**config.mk**
```make
export PLATFORM = sky130hd
export DESIGN_NAME = inst_realign
export DESIGN_NICKNAME = d
export VERILOG_FILES = /design/src/rtl/inst_realign_pkg.sv /design/src/rtl/inst_hw_queue.sv /design/src/rtl/inst_realign.sv
export SDC_FILE = /design/constraint.sdc
export NUM_CORES = 1
export LEC_CHECK = 0
export BUFFER_PORTS_ARGS = -buffer_cell sky130_fd_sc_hd__buf_2
export CAP_MARGIN = 20
export CORE_MARGIN = 3
export CORE_UTILIZATION = 40
export CTS_CLUSTER_SIZE = 8
export DETAILED_ROUTE_END_ITERATION = 7
export SYNTH_ARGS = -nofsm -noshare
export SYNTH_HDL_FRONTEND = slang
export SYNTH_HIERARCHICAL = 1
export SYNTH_SLANG_ARGS = --single-unit
```
**constraint.sdc**
```tcl
create_clock -name clk -period 11.8 [get_ports clk]
set_clock_uncertainty 0.1 [all_clocks]
set_input_delay 0.59 -clock clk [delete_from_list [all_inputs] [get_ports clk]]
set_output_delay 0.59 -clock clk [all_outputs]
set_load 0.02 [all_outputs]
```
**src/rtl/inst_realign_pkg.sv**
```systemverilog
// Shared constants and helpers for the fetch realignment slice.
//   HW_C_MASK : low two bits of a halfword that mark a 32-bit instruction
//   FETCH_W   : width of one aligned fetch word
//   hw_is_c   : 1 when a halfword starts a compressed instruction
package inst_realign_pkg;

    localparam logic [1:0]  HW_C_MASK = 2'b11;
    localparam int unsigned FETCH_W   = 32;

    function automatic logic hw_is_c(input logic [15:0] hw);
        return hw[1:0] != HW_C_MASK;
    endfunction

endpackage

```
**src/rtl/inst_hw_queue.sv**
```systemverilog
// DEPTH-entry circular FIFO of {halfword, pc} pairs.
//   clk, rst          : clock, asynchronous active-high reset
//   flush             : empty the queue and zero both pointers
//   push1 / push2     : write one entry (hw0) or two entries (hw0, hw1)
//   push_hw*/push_pc* : data for the pushed entries, hw0 is written first
//   pop1 / pop2       : retire one or two entries from the head
//   head0_* / head1_* : entries at rd_ptr and rd_ptr+1
//   count             : number of valid entries, 0..DEPTH
module inst_hw_queue #(
    parameter int unsigned PC_WIDTH = 64,
    parameter int unsigned DEPTH    = 4,
    localparam int unsigned PTR_W   = $clog2(DEPTH),
    localparam int unsigned CNT_W   = $clog2(DEPTH + 1)
) (
    input  logic                clk,
    input  logic                rst,
    input  logic                flush,
    input  logic                push1,
    input  logic                push2,
    input  logic [15:0]         push_hw0,
    input  logic [PC_WIDTH-1:0] push_pc0,
    input  logic [15:0]         push_hw1,
    input  logic [PC_WIDTH-1:0] push_pc1,
    input  logic                pop1,
    input  logic                pop2,
    output logic [15:0]         head0_hw,
    output logic [PC_WIDTH-1:0] head0_pc,
    output logic [15:0]         head1_hw,
    output logic [CNT_W-1:0]    count
);

    logic [15:0]         hw_mem [DEPTH];
    logic [PC_WIDTH-1:0] pc_mem [DEPTH];
    logic [PTR_W-1:0]    rd_ptr;
    logic [PTR_W-1:0]    wr_ptr;
    logic [CNT_W-1:0]    push_n;
    logic [CNT_W-1:0]    pop_n;

    // push1/push2 and pop1/pop2 are mutually exclusive, so the pair reads as a count
    assign push_n = CNT_W'({push2, push1});
    assign pop_n  = CNT_W'({pop2, pop1});

    always_ff @(posedge clk or posedge rst) begin
        if (rst) begin
            rd_ptr <= '0;
            wr_ptr <= '0;
            count  <= '0;
            for (int unsigned i = 0; i < DEPTH; i++) begin
                hw_mem[i] <= '0;
                pc_mem[i] <= '0;
            end
        end else if (flush) begin
            rd_ptr <= '0;
            wr_ptr <= '0;
            count  <= '0;
        end else begin
            if (push1 || push2) begin
                hw_mem[wr_ptr] <= push_hw0;
                pc_mem[wr_ptr] <= push_pc0;
            end
            if (push2) begin
                hw_mem[wr_ptr + PTR_W'(1)] <= push_hw1;
                pc_mem[wr_ptr + PTR_W'(1)] <= push_pc1;
            end
            wr_ptr <= wr_ptr + PTR_W'(push_n);
            rd_ptr <= rd_ptr + PTR_W'(pop_n);
            count  <= count + push_n - pop_n;
        end
    end

    assign head0_hw = hw_mem[rd_ptr];
    assign head0_pc = pc_mem[rd_ptr];
    assign head1_hw = hw_mem[rd_ptr + PTR_W'(1)];

endmodule

```
**src/rtl/inst_realign.sv**
```systemverilog
// Fetch-side realignment buffer: splits aligned 32-bit fetch words into
// halfwords and emits one whole instruction (16- or 32-bit) per cycle.
//   clk, rst              : clock, asynchronous active-high reset
//   flush                 : redirect, drop everything buffered
//   fetch_valid/ready     : fetch word handshake
//   fetch_data, fetch_pc  : fetch word and its PC (pc[1]=1: only [31:16] live)
//   out_valid/ready       : instruction handshake
//   out_inst, out_is_c    : raw instruction, compressed flag
//   out_pc                : PC of the instruction's first halfword
module inst_realign
    import inst_realign_pkg::*;
#(
    parameter int unsigned PC_WIDTH = 64,
    parameter int unsigned DEPTH    = 4
) (
    input  logic                clk,
    input  logic                rst,
    input  logic                flush,
    input  logic                fetch_valid,
    output logic                fetch_ready,
    input  logic [FETCH_W-1:0]  fetch_data,
    input  logic [PC_WIDTH-1:0] fetch_pc,
    output logic                out_valid,
    input  logic                out_ready,
    output logic [31:0]         out_inst,
    output logic                out_is_c,
    output logic [PC_WIDTH-1:0] out_pc
);

    localparam int unsigned CNT_W = $clog2(DEPTH + 1);
    localparam logic [CNT_W-1:0] DEPTH_C = CNT_W'(DEPTH);

    logic [CNT_W-1:0]    count;
    logic [15:0]         head0_hw;
    logic [15:0]         head1_hw;
    logic [PC_WIDTH-1:0] head0_pc;
    logic                odd;
    logic                accept;
    logic                push1;
    logic                push2;
    logic [15:0]         push_hw0;
    logic [PC_WIDTH-1:0] push_pc0;
    logic [PC_WIDTH-1:0] push_pc1;
    logic                is_c;
    logic                pop;
    logic                unused_pc0;

    assign unused_pc0 = fetch_pc[0];

    // Space check uses the registered count only; a same-cycle pop does not help
    assign fetch_ready = (DEPTH_C - count) >= CNT_W'(2);
    assign accept      = fetch_valid && fetch_ready && !flush;
    assign odd         = fetch_pc[1];
    assign push1       = accept && odd;
    assign push2       = accept && !odd;
    assign push_hw0    = odd ? fetch_data[31:16] : fetch_data[15:0];
    assign push_pc0    = {fetch_pc[PC_WIDTH-1:2], odd, 1'b0};
    assign push_pc1    = {fetch_pc[PC_WIDTH-1:2], 2'b10};

    inst_hw_queue #(
        .PC_WIDTH (PC_WIDTH),
        .DEPTH    (DEPTH)
    ) u_queue (
        .clk      (clk),
        .rst      (rst),
        .flush    (flush),
        .push1    (push1),
        .push2    (push2),
        .push_hw0 (push_hw0),
        .push_pc0 (push_pc0),
        .push_hw1 (fetch_data[31:16]),
        .push_pc1 (push_pc1),
        .pop1     (pop && is_c),
        .pop2     (pop && !is_c),
        .head0_hw (head0_hw),
        .head0_pc (head0_pc),
        .head1_hw (head1_hw),
        .count    (count)
    );

    assign is_c      = hw_is_c(head0_hw);
    assign out_valid = !flush && (count != '0) && (is_c || count >= CNT_W'(2));
    assign pop       = out_valid && out_ready;

    // Entries reset to zero, so out_inst/out_pc read 0 while empty after reset;
    // the count gate keeps out_is_c at 0 there as well.
    assign out_inst  = is_c ? {16'h0, head0_hw} : {head1_hw, head0_hw};
    assign out_is_c  = is_c && (count != '0);
    assign out_pc    = head0_pc;

endmodule

```
==> key figures, run 1 <==
Clock tree
  • CTS tree: built
  • Total CTS buffers: 46
  • Max clock buf depth: 3
  • CTS Hold Bufs: 0
  • Reg clk slew, reported paths: approximately 60 ps
  • # H-tree levels: 2
  • Post-CTS Setup Bufs: 0
  • Total clock sinks: 327
  • Post-CTS resize count: 0
  • CTS Root Cell: clkbuf_16
  • Worst skew pair latency: 570 ps

Floorplan
  • Core area: about 43000 um2
  • Num ports: 200
  • Num rows: 76
  • Die outline height: 215.9 um
  • DIE AREA: 46600 um2
  • Initial core utilization: 0.4072
  • Die width: 215.9 um

Routing
  • DR WL/cell: around 29 um
  • Remaining DRCs: 0
  • Final ANT Viol Nets: 0
  • Vias per inst: around 7
  • Total wire length: around 63000 um
  • Total number of vias: approximately 15000
  • Detailed Route Iter0 Violations: a little under 2000
  • DRT Pass-1 Iters: 8

Worst setup path
  • CP Cell Sequence: inv_1 > ha_1 > ha_1 > nor3b_2 > nor4b_2 > clkinv_1 > nor2_4 > buf_4 > a221oi_1
  • Critical Path RT: 12070 ps
  • Slowest CP cell: nor2_4
  • Buffers & Inverters on Critical Path: 3
  • Worst path top cell family by delay: simple AND/OR/NAND/NOR gates
  • CP most frequent cell: ha_1
  • Crit. End Element: flip-flop
  • Startpoint types: flip-flop
  • Worst-path fanout max: 52
  • Critical path arrival: ~4600 ps
  • CP Class: reg2reg
  • Largest stage delay on the critical path: around 910 ps

Synthesis
  • Synth async-reset ratio: 1.000
  • Post-synthesis sequential area ratio: 0.4645
  • Yosys reg bits: 327
  • Synth Instances: 1511
  • Cell taking the most area after synthesis: dfrtp_1
  • Syn Area/Cell: 11.66 um2
  • Top-count cell post-synth: dfrtp_1
  • Share of the synthesized area in the top cell type: 0.4645
  • Ys Warns: 6
  • Synth top cells by count: dfrtp_1 (327), a221oi_1 (210), nor2_1 (171)
  • Post-synth EDFFs: 0
  • Dominant synthesized flop cell: dfrtp_1
  • Distinct cell type count after synthesis: 40
  • Top post-synthesis cells by area: dfrtp_1 (46%), mux4_2 (12%), a221oi_1 (10%)
  • Mapped Area: 17620 um2

Timing
  • Period utilization: 0.3677
  • Pins over their slew limit: 0
  • Worst Setup Slack, final: 7461 ps
  • Setup TNS: 0 ps
  • Setup violations, final: 0
  • Tmin final: 4339 ps
  • Hold violation total from the final report: 0
  • Fmax achieved: 0.2305 GHz
  • Measured slew at the worst slew-check pin: 1122 ps
  • RSZ-0062 raised after global routing: false
  • Max-slew headroom: 0.2505

Pwr
  • Max rail drop VDD: 0.1502 mV
  • PwrDens: 268.4 nW/um2
  • Total power: 5.400 mW
  • Static leakage: 8.285 nW

Global routing
  • Global-route wire length before repair: 96360 um
  • Total grt overflow: 0
  • Antenna violations before repair: 8
  • Total GRT Usage: 0.2645
  • Via count of the first global-routing pass: 15578
  • Largest net degree at the start of global routing: 161

Place
  • Post-DP HPWL: 32460 um
  • Port bufs: about 200
  • DP Worst Slack: 7504 ps
  • Placer Congestion: about 0.77

Cells and area
  • Filler Cell Count: 3903
  • Nets: 1710
  • Final core occ: 0.4650
  • Syn-to-layout area delta: 14.19%
  • Share of cells above drive strength 1: 0.2776

Status
  • Status: finished, final reports clean

Run
  • Max Cap Violations: 0

Hold path
  • Hold Crit Class: in2async
registers in the layout, indices dropped and copies added, names as in the netlist:
| register | cells |
|---|---|
| u_queue/pc_mem | 256 |
| u_queue/wr_ptr | 2 |
| u_queue/rd_ptr | 2 |
| u_queue/hw_mem | 64 |
| u_queue/count | 3 |
power by group:
group / switching (mW) / internal [mW] / leakage [nW]
registers: 0.336 / 1.66 / 3.88
clock network: 0.481 / 0.697 / 0.587
logic: 1.26 / 0.967 / 3.82
metal layers:
layer	routed length, um	track usage	vias up	part of all wire
met4	1503	0.08570	8	0.024
met5	46	0	-	0.00073
li1	-	-	6297	-
met1	25120	0.3633	7965	0.40
met3	6544	0.06519	127	0.10
met2	29680	0.4146	960	0.47
final cells by class:
| class | instances | area [um2] | area share |
|---|---|---|---|
| Multi-Input combinational cell | 902 | 8334 | 0.4143 |
| Sequential cell | 327 | 8190 | 0.4071 |
| Timing Repair Buffer | 232 | 1305 | 0.06487 |
| Clock buffer | 50 | 1187 | 0.05902 |
| Tap cell | 585 | 732.0 | 0.03639 |
| Inverter | 91 | 349.1 | 0.01735 |
| Antenna cell | 4 | 10.01 | 0.0004976 |
| Clock inverter | 1 | 8.758 | 0.0004354 |
final timing paths:
kind                                startpoint             endpoint  slack [ps]  cells after the start
setup reg to reg              u_queue/count[1]   u_queue/pc_mem[39]        7460                      9
hold / removal                             rst  u_queue/pc_mem[185]          50                      2
min in group clk                fetch_data[30]   u_queue/hw_mem[46]         350                      3
max in group asynchronous                  rst   u_queue/hw_mem[36]       10100                      3
hold reg to reg            u_queue/pc_mem[169]  u_queue/pc_mem[169]         430                      2
setup / recovery              u_queue/count[1]   u_queue/pc_mem[39]        7460                      9
cells in the final DEF, fill, tap and decap left out, drive strengths merged, types with 3 or more instances in the layout:
cell type and n:
dfrtp 327, a221oi 240, buf 232, nor2 171
a211oi 160, mux4 96, inv 91, a21oi 81
a222oi 80, clkbuf 50, and3 16, mux2 16
ha 7, xnor2 5, nor2b 5, diode 4
nor3b 3, conb 3, xor2 3
metrics by stage:
| step | std cells | hold slack, ps | area [um2] |
|---|---|---|---|
| finish | 2192 | 50.00 | 20120 |
| global route | 2192 | 108.4 | 20120 |
| CTS | 2187 | 81.50 | 20080 |
| detailed placement | 2136 | 417.6 | 18880 |
| global placement | 2135 | 412.0 | 18860 |
| floorplan | 1512 | 399.0 | 17620 |
cells by family after synthesis:
kind of cell,synth area share
mux,0.1347
xor+xnor,0.003977
simple gates,0.05149
flops,0.4645
compound gates,0.2688
other cells,0.0004263
fa+ha+maj,0.007244
buf+inv,0.06889
(Power assumes the default switching activity.)
==> run 2: changes to the inputs <==
- clock period: 11.8 -> 3.9 ns (I/O delays scaled with it)
==> run 2 against run 1 <==
Non-clock buffer count is 77 higher. Die area stayed put. Via count is 1.8% higher. Core utilization is 2.2 points higher. Largest power group unchanged. Highest routed layer is now met4.
==> key figures, run 2 (same netlist as run 1, synthesis figures left out) <==
Status
  • Status: finished, final reports clean (unchanged)

Cells and area
  • Register area: 8190 um2 (unchanged)
  • Filler Cell Count: 3838 (was 3903)
  • Commonest non-fill, non-tap cell in the layout: dfrtp_1 (unchanged)
  • Post-Layout Inst Area: 21060 um2 (was 20120 um2)
  • Commonest cells after routing, fill and taps aside: dfrtp_1 (325), a221oi_1 (210), buf_2 (197) (unchanged)
  • Final core occ: 0.4866 (was 0.4650)
  • Syn-to-layout area delta: 19.52% (was 14.19%)
  • Multi-input gate area: 8328 um2 (was 8334 um2)
  • Nets: 1787 (was 1710)
  • Share of cells above drive strength 1: 0.2738 (was 0.2776)
  • Layout Cells excl Fill: 2265 (was 2192)
  • Diode count: 0 (was 4)
  • Biggest regs: u_queue/pc_mem (256), u_queue/hw_mem (64), u_queue/count (3) (unchanged)
  • Biggest register: u_queue/pc_mem (unchanged)
  • Max reg flops: 256 (unchanged)

Routing
  • Vias per inst: 6.903 (was 7.006)
  • Total number of vias: 15635 (was 15357)
  • Remaining DRCs: 0 (unchanged)
  • DR WL/cell: 28.04 um (was 28.69 um)
  • Top Metal Used: met4 (was met5)
  • Detailed Route Iter0 Violations: 1979 (was 1946)
  • Metal2 WL: 29860 um (was 29680 um)
  • Met3 WL: 5695 um (was 6544 um)
  • DRT Pass-1 Iters: 7 (was 8)
  • Met1 Wirelength: 26400 um (was 25120 um)
  • Total wire length: 63510 um (was 62890 um)
  • Final ANT Viol Nets: 0 (unchanged)

Timing
  • Setup violations, final: 0 (unchanged)
  • Hold violation total from the final report: 0 (unchanged)
  • Period utilization: 0.8853 (was 0.3677)
  • Worst Setup Slack, final: 447.3 ps (was 7461 ps)
  • Tmin final: 3453 ps (was 4339 ps)
  • Max-slew headroom: 0.2311 (was 0.2505)
  • Pins over their slew limit: 0 (unchanged)
  • Measured slew at the worst slew-check pin: 1151 ps (was 1122 ps)
  • RSZ-0062 raised after global routing: false (unchanged)
  • Hold slack: 11.91 ps (was 50.00 ps)
  • Fmax achieved: 0.2896 GHz (was 0.2305 GHz)

Place
  • Post-DP HPWL: 32990 um (was 32460 um)
  • Placer Congestion: 0.7616 (was 0.7720)
  • Port bufs: 198 (unchanged)
  • DP Worst Slack: 510.3 ps (was 7504 ps)
  • Placed Instances: 2151 (was 2136)
  • Placed Area: 19190 um2 (was 18880 um2)

Worst setup path
  • Worst-path fanout max: 32 (was 52)
  • Crit. End Element: flip-flop (unchanged)
  • Critical path arrival: 3740 ps (was 4610 ps)
  • Critical Path RT: 4190 ps (was 12070 ps)
  • CP Class: reg2reg (unchanged)
  • Internal reg-to-reg setup slack: 450 ps (was 7460 ps)
  • Startpoint types: flip-flop (unchanged)

Pwr
  • Reg power frac: 0.364 (was 0.369)
  • PwrDens: 783.5 nW/um2 (was 268.4 nW/um2)
  • Switching share of power: 0.3816 (was 0.3846)
  • Comb pwr share: 0.416 (was 0.412)
  • Psw: 6.295 mW (was 2.077 mW)
  • Cell Int Power: 10.20 mW (was 3.323 mW)
  • Static leakage: 8.685 nW (was 8.285 nW)
  • Clk network pwr share: 0.220 (was 0.218)
  • Max rail drop VDD: 0.3345 mV (was 0.1502 mV)

Clock tree
  • Worst skew pair latency: 550 ps (was 570 ps)
  • Total clock sinks: 327 (unchanged)
  • CTS tree: built (unchanged)
  • Reg clk slew, reported paths: 50 ps (was 60 ps)
  • CTS Root Cell: clkbuf_16 (unchanged)
  • Max clock buf depth: 3 (unchanged)
  • # H-tree levels: 2 (unchanged)
  • Total CTS buffers: 46 (unchanged)

Floorplan
  • Initial core utilization: 0.4072 (unchanged)
  • Core area: 43270 um2 (unchanged)
  • Die width: 215.9 um (unchanged)
  • Num rows: 76 (unchanged)
  • Num ports: 200 (unchanged)
  • DIE AREA: 46600 um2 (unchanged)
  • Die outline height: 215.9 um (unchanged)

Run
  • Max Cap Violations: 0 (unchanged)

Global routing
  • Via count of the first global-routing pass: 16355 (was 15578)
  • Largest net degree at the start of global routing: 129 (was 161)
  • Antenna violations before repair: 0 (was 8)
  • Total GRT Usage: 0.2688 (was 0.2645)
  • Total grt overflow: 0 (unchanged)
  • Global-route wire length before repair: 98530 um (was 96360 um)

Hold path
  • Hold Crit Class: in2reg (was in2async)
[run 2: changes by cell type in the layout (fill, tap and decap cells not counted), moves of 2 or more]
| cell | change |
|---|---|
| buf_12 | +18 |
| dlygate4sd3_1 | +63 |
| buf_16 | -2 |
| clkbuf_16 | +2 |
| buf_4 | -2 |
| diode_2 | -4 |
[run 2: worst paths after layout]
kind                                     start                   to  cells past startpoint
setup reg to reg              u_queue/count[1]    u_queue/hw_mem[2]                      9
max in group asynchronous                  rst   u_queue/pc_mem[18]                      4
hold reg to reg            u_queue/pc_mem[185]  u_queue/pc_mem[185]                      2
hold / removal                    fetch_pc[35]  u_queue/pc_mem[163]                      3
setup / recovery              u_queue/count[1]    u_queue/hw_mem[2]                      9
min in group asynchronous                  rst   u_queue/hw_mem[40]                      3
[run 2: layout make-up]
cell class	count	share of cell area
Multi-Input combinational cell	902	0.3955
Sequential cell	327	0.3890
Timing Repair Buffer	309	0.1057
Clock buffer	51	0.05859
Tap cell	585	0.03476
Inverter	91	0.01640
[run 2: repair_timing]
item	4_1_cts	5_1_grt
hold buffers	63	0
endpoints found under the hold margin	168	0
buffers inserted	0	0
resized for setup	0	0
[run 2: worst max-delay path, stage by stage, from the launching register on]
cell      delay [ps]
dfrtp_1          430
inv_1             70
ha_1             190
ha_1             270
nor3b_2          180
and4bb_2         390
nor2_1           180
nor2_4           920
buf_4            400
a221oi_1         140
[run 2: layer usage]
metal  up-vias  GRT usage
met1      8089     0.3785
li1       6438          -
met2       983     0.4174
met4         0    0.09672
met3       125    0.05125
met5         -          0
[run 2: metrics by stage]
step	power (mW)	TNS (ps)
floorplan	10.58	-248420
global placement	12.55	0
detailed placement	12.75	0
CTS	16.51	0
global route	17.39	0
finish	16.50	0
[run 2: power by group through the flow]
stage | registers [mW] | logic [mW] | clock network, mW
final | 6.00 | 6.87 | 3.63
after global routing | 6.16 | 7.40 | 3.83
after CTS | 5.95 | 6.85 | 3.70
after detailed placement | 5.98 | 6.76 | 0
after global placement | 5.91 | 6.64 | 0
after floorplan | 5.67 | 4.91 | 0
